<file path="config.mk">
export PLATFORM = sky130hd
export DESIGN_NAME = uart_rx_deser
export DESIGN_NICKNAME = d
export VERILOG_FILES = /design/src/rtl/uart_rx_deser.sv
export SDC_FILE = /design/constraint.sdc
export NUM_CORES = 1
export LEC_CHECK = 0
export BUFFER_PORTS_ARGS = -buffer_cell sky130_fd_sc_hd__buf_2
export CAP_MARGIN = 20
export CORE_ASPECT_RATIO = 0.7
export CORE_UTILIZATION = 40
export CTS_CLUSTER_SIZE = 8
export DETAILED_ROUTE_END_ITERATION = 10
export SYNTH_ARGS = -nofsm -noshare
export SYNTH_HDL_FRONTEND = slang
export SYNTH_SLANG_ARGS = --single-unit
</file>
<file path="constraint.sdc">
create_clock -name clk_i -period 2 [get_ports clk_i]
set_clock_uncertainty 0.05 [all_clocks]
set_input_delay 0.4 -clock clk_i [delete_from_list [all_inputs] [get_ports clk_i]]
set_output_delay 0.4 -clock clk_i [all_outputs]
set_load 0.05 [all_outputs]
</file>
<file path="src/rtl/uart_rx_deser.sv">
// UART receive deserializer: recovers start/data/parity/stop frames from a synchronized
// RX line using an oversample tick, and emits one valid pulse per character with error flags.
//
// state  | meaning
// IDLE   | line idle, waiting for a low level on a tick
// START  | counting to mid start bit to confirm it
// DATA   | sampling data bits at mid-bit, LSB first
// PARITY | sampling the parity bit
// STOP   | sampling the stop bit, delivering the character
// BREAK  | line held low after a framing error, waiting for idle
module uart_rx_deser #(
  parameter int DataWidth = 8,
  parameter int OvsRate   = 16
) (
  input  logic                 clk_i,
  input  logic                 rst_i,
  input  logic                 rx_i,
  input  logic                 tick_i,
  input  logic                 parity_en_i,
  input  logic                 parity_odd_i,
  output logic                 rx_valid_o,
  output logic [DataWidth-1:0] rx_data_o,
  output logic                 frame_err_o,
  output logic                 parity_err_o,
  output logic                 busy_o
);

  localparam int OW = $clog2(OvsRate);
  localparam int BW = $clog2(DataWidth + 1);
  localparam logic [OW-1:0] HalfLast = OW'(OvsRate / 2 - 1);
  localparam logic [OW-1:0] FullLast = OW'(OvsRate - 1);
  localparam logic [BW-1:0] LastBit  = BW'(DataWidth - 1);

  typedef enum logic [2:0] {IDLE, START, DATA, PARITY, STOP, BREAK} state_t;

  state_t               state;
  logic [OW-1:0]        ovs_cnt;
  logic [BW-1:0]        bit_cnt;
  logic [DataWidth-1:0] shift;
  logic                 par_en;
  logic                 par_odd;
  logic                 par_err;
  logic                 sample_due;

  // The start bit is confirmed half a bit in; every later sample is a full bit apart.
  assign sample_due = (state == START) ? (ovs_cnt == HalfLast) : (ovs_cnt == FullLast);
  assign busy_o     = (state != IDLE);

  always_ff @(posedge clk_i) begin
    if (rst_i) begin
      state        <= IDLE;
      ovs_cnt      <= '0;
      bit_cnt      <= '0;
      shift        <= '0;
      par_en       <= 1'b0;
      par_odd      <= 1'b0;
      par_err      <= 1'b0;
      rx_valid_o   <= 1'b0;
      rx_data_o    <= '0;
      frame_err_o  <= 1'b0;
      parity_err_o <= 1'b0;
    end else begin
      rx_valid_o   <= 1'b0;
      frame_err_o  <= 1'b0;
      parity_err_o <= 1'b0;
      if (tick_i) begin
        ovs_cnt <= sample_due ? '0 : ovs_cnt + OW'(1);
        case (state)
          IDLE: begin
            ovs_cnt <= '0;
            if (!rx_i) begin
              state   <= START;
              par_en  <= parity_en_i;
              par_odd <= parity_odd_i;
            end
          end
          START: begin
            if (sample_due) begin
              bit_cnt <= '0;
              state   <= rx_i ? IDLE : DATA;
            end
          end
          DATA: begin
            if (sample_due) begin
              shift   <= {rx_i, shift[DataWidth-1:1]};
              bit_cnt <= bit_cnt + BW'(1);
              if (bit_cnt == LastBit) state <= par_en ? PARITY : STOP;
            end
          end
          PARITY: begin
            if (sample_due) begin
              par_err <= (^shift) ^ rx_i ^ par_odd;
              state   <= STOP;
            end
          end
          STOP: begin
            if (sample_due) begin
              rx_valid_o   <= 1'b1;
              rx_data_o    <= shift;
              frame_err_o  <= ~rx_i;
              parity_err_o <= par_en & par_err;
              state        <= rx_i ? IDLE : BREAK;
            end
          end
          BREAK: begin
            ovs_cnt <= '0;
            if (rx_i) state <= IDLE;
          end
          default: state <= IDLE;
        endcase
      end
    end
  end

endmodule

</file>
-- Yosys cells after proc, flatten, opt, wreduce, memory -nomap -nowiden
Cells that the tools add are included.
- register bits: 33
- input bits: 6
- logic and storage cells: 66
- add/sub/neg operators: 2
- equality and inequality tests: 15
- muxes and demuxes: 18
- bitwise gates (word level): 7
- reductions and logical operators: 13
- operator list (operator ; count):
    $mux 3 ; 9
    $pmux 3 s6 ; 1
    $mux 4 ; 4
    $ne 2x2->1 const B ; 7
    $reduce_and 3->1 ; 4
    $add 4x1->4 const B ; 2
    $eq 4x3->1 const B ; 2
    $pmux 4 s2 ; 1
    $reduce_and 8->1 ; 1
    $reduce_xor 8->1 ; 1
    $eq 3x2->1 const B ; 2
    $eq 3x3->1 const B ; 2
    $eq 4x4->1 const B ; 1
    $not 1->1 ; 4
    $reduce_and 4->1 ; 1
    $reduce_or 4->1 ; 1
    $eq 3x1->1 const B ; 1
    $logic_not 3->1 ; 1
    $reduce_bool 3->1 ; 1
    $reduce_or 3->1 ; 1
    $mux 1 ; 2
    $mux 2 ; 1
    $reduce_bool 2->1 ; 1
    $reduce_or 2->1 ; 1
    other kinds (2) ; 3

-- Depth between registers and ports, before layout
- word-level depth: 4
- gate-level depth with buffers: 6
- depth with buffers taken out: 6

-- Worst setup path after synthesis
OpenSTA, ideal clock, no wires.
- path kind: input to register
- start point: input port rx_i
- end point: register par_err
- setup time: 0.071 ns
- arrival time: 1.576 ns
- data required time: 1.879 ns
- slack: 0.304 ns
- stages: 6
- path buffers: 1
- cell sequence: buf_4 -> xnor2_1 -> xnor3_1 -> xnor2_1 -> or3_1 -> a21oi_1
- word-level cells in the longest chain between the ends: 2
- RTL lines (what ; line ; text):
    from (decl) ; 17 ; input logic rx_i,
    $xor 1x1->1 (2 in series) ; 92 ; par_err <= (^shift) ^ rx_i ^ par_odd;
    to (signal assigned) ; 92 ;
    to (decl) ; 42 ; logic par_err;
No other way between the ends.
A chain may end at the register's enable or synchronous reset.

-- Worst setup path in the final report
- start point: register state[2]
- end point: output port busy_o
- word-level cells in the longest chain between the ends: 1
- RTL lines (what ; line ; text):
    from (decl) ; 36 ; state_t state;
    from (signal assigned) ; 80 ; state <= rx_i ? IDLE : DATA;
    from (signal assigned) ; 87 ; if (bit_cnt == LastBit) state <= par_en ? PARITY : STOP;
    from (signal assigned) ; 102 ; state <= rx_i ? IDLE : BREAK;
    $reduce_bool 3->1 ; 47 ; assign busy_o = (state != IDLE);
    to (decl) ; 25 ; output logic busy_o
No other way between the ends.

==> impl_results.md <==
- Distinct cells, synth: between 40 and 50
- Vias: about 1,300
- Capture point of the worst reg-to-reg path: bit_cnt[3]
- Post-Syn Area per Cell: 9.103 µm²
- Root buffer cell: clkbuf_8
- Synth top area share: 0.4077
- Yosys warnings: 0
- DRC Markers: 0
- Post-CTS resize count: 0
- Max-cap check violation count: 0
- Global-route wire length before repair: 5816 µm
- Fmax: 0.5433 GHz
- Syn Std Cell Area: roughly 1600 µm²
- Worst Path Max Fanout: 10
- Max-slew violations: 0
- FFs w/ async S/R, synth: 0
- Chip width: 78.07 µm
- RSZ-0062 raised after global routing: false
- Filler cells: 359
- CP Launch Type: flip-flop
- Layout Area Growth over Synthesis: 15.21%
- FF/Latch Area: 661.9 µm²
- Post-cts hold buffer count: 0
- Worst Hold Depth: 2
- Post-synth top flop: dfxtp_1
- Die Y: 55.25 µm
- Pre-antenna DRT Iters: 4
- Number of enable flip-flop cells after synthesis: 0
- WP data arrival: 1390 ps
- Final min period: around 1800 ps
- Htree depth: 2
- N_diodes: 0
- Starting density of the core: 0.4387
- CP cell instances: buf_4 > nor2_1 > nand2_1 > buf_2
- Post-synthesis sequential area ratio: 0.4077
- Worst r2r path cells: 5
- Crit Path Category: flip-flop to primary output
- Final ANT Viol Nets: 0
- Clock Sink Count: 33
- Leakage power total: 0.6955 nW
- FF+latch count, synth: 33
- Layout cells sized above 1: 0.1919
- Vias per cell: 5.383
- Final wirelength: 3434 µm
- Overall Global Routing Usage: 0.1775
- Setup TNS: 0 ps
- Final setup fails: 0
- IO Port Bufs: 17
- Worst-Margin Slew: between 400 and 500 ps
- Routed WL per cell: 13.85 µm
- Setup ws final: about 160 ps
- Area occupied by multi-input gates: approximately 890 µm²
- Reg2Reg Launch Point: ovs_cnt[0]
- Crit end category: primary output
- Power per cell area: 916.9 nW/µm²
- Longest Clk Path Bufs: 2
- Antenna violations before repair: 0
- Hold crit path type: primary input to flip-flop
- Top cells by area, synth: dfxtp_1, mux2i_1, nor2_1
- CTS Buf Count: 5
- Worst vdd ir: 0.0004258 V
- Worst-Skew Late Latency: 290 ps
- Initial DRC Count: 64
- Clock-pin slew on the worst setup and hold paths: 70 ps
- Hold Crit Start: rst_i
- Rel. slew slack: 0.7128
- Row Count: 18
- # Post-CTS Setup Buffers: 0
- Status: complete, no violations
- Die area: 4313 µm²
- Num ports: 18
- Number of global-route vias before repair: 1,237
- Mapped Cells: 178
- Dpl hpwl: 2439 µm
- Total gr overflow: 0
- Largest net degree at the start of global routing: 32
- Nets: 205
- Slowest-stage cell, CP: dfxtp_1
- Dpl ws: roughly 180 ps
- Period utilization: 0.9202
- Worst hold endpoint: rx_valid_o
- Hold Vio Cnt, Final: 0
- Core area: about 3700 µm²
- GP Congestion: 0.8129
- CP required: 1550 ps
- CTS tree: built
- Most area-hungry cell type in the Yosys netlist: dfxtp_1
- Register-to-Register Setup Slack: ~200 ps
- Peak per-stage delay on the critical path: roughly 500 ps
- Synth Net Count: 186
## through the flow
step | utilization | hold WS [ps] | total power [mW] | area [µm²] | cells
2_1_floorplan | - | 394.7 | 1.011 | 1620 | 178
3_3_place_gp | 0.4739 | 406.0 | 1.073 | 1750 | 240
3_5_place_dp | 0.4739 | 411.5 | 1.087 | 1750 | 240
4_1_cts | 0.5051 | 249.1 | 1.726 | 1866 | 248
5_1_grt | 0.5054 | 244.2 | 1.800 | 1867 | 248
6_report | 0.5054 | 258.6 | 1.712 | 1867 | 248
## worst max-delay path: cells and delay by family (launching register included)
family                 cells  cell delay, ps
buffers and inverters      2             470
DFF                        1             490
and+or+nand+nor            2             140
## Yosys cell counts, drive strengths merged, types with 2 or more instances
library cell / n
nand2: 10
clkbuf: 5
buf: 6
a21oi: 11
xnor2: 8
nand3b: 3
mux2i: 20
nand3: 7
dfxtp: 33
ha: 2
nor3: 3
nand2b: 4
inv: 2
o21ai: 7
nand4b: 2
nand4: 3
nor2: 29
## cells in the final DEF (no fill, tap or decap), types with 4 or more instances in the layout
master / netlist / final
dfxtp_1: 33 / 32
nor2_1: 26 / 26
mux2i_1: 20 / 20
buf_2: 2 / 17
a21oi_1: 11 / 11
nand2_1: 10 / 10
xnor2_1: 8 / 8
nand3_1: 7 / 7
o21ai_0: 6 / 6
buf_4: 1 / 6
clkbuf_8: 0 / 5
nand2b_1: 4 / 4
## final cells by class
class	instances	share of cell area
multi-input cells	132	0.4765
flip-flops and latches	33	0.3546
repair buffers	23	0.06971
clock buffers	5	0.03686
well taps	50	0.03351
clock inverters	3	0.02480
inverters	2	0.004021
## kinds of logic after synthesis
group | Yosys count | share of synthesized area
AND/OR/NAND/NOR | 70 | 0.2247
flip-flops | 33 | 0.4077
AO/OA/AOI/OAI | 29 | 0.1158
multiplexers | 21 | 0.1305
buffers and inverters | 13 | 0.04324
XOR/XNOR | 10 | 0.06255
adder cells (fa/ha/maj) | 2 | 0.01544
## routing by layer
layer	vias to the layer above	routed length, µm	share of wire	track usage
li1	667	-	-	-
met1	623	1762	0.51	0.2482
met2	40	1422	0.41	0.2431
met3	5	205	0.060	0.05620
met4	0	44	0.013	0.08730
met5	-	0	0	0
## flip-flops by register name, summed over array words and instances, names as in the netlist
register and cells:
rx_data_o 8, shift 8, bit_cnt 4, ovs_cnt 4
state 3, frame_err_o 1, par_en 1, par_err 1
par_odd 1, parity_err_o 1, rx_valid_o 1
## how the worst max path moves through the flow
| stage | to | slack, ps | cells past startpoint | from |
|---|---|---|---|---|
| 4_1_cts | busy_o | 50 | 3 | state[1] |
| 6_report | busy_o | 160 | 4 | state[2] |
| 2_1_floorplan | par_err | 300 | 6 | rx_i |
| 5_1_grt | busy_o | 80 | 4 | state[2] |
| 3_3_place_gp | par_err | 240 | 6 | rx_i |
| 3_5_place_dp | state[1] | 180 | 5 | state[1] |
## where the power goes
part | internal [mW] | leakage (nW) | total [mW] | switching, mW
registers | 0.682 | 0.267 | 0.720 | 0.0379
clock network | 0.373 | 0.0543 | 0.635 | 0.262
logic | 0.143 | 0.374 | 0.356 | 0.213
No activity file was read; power rests on OpenSTA's default activity.
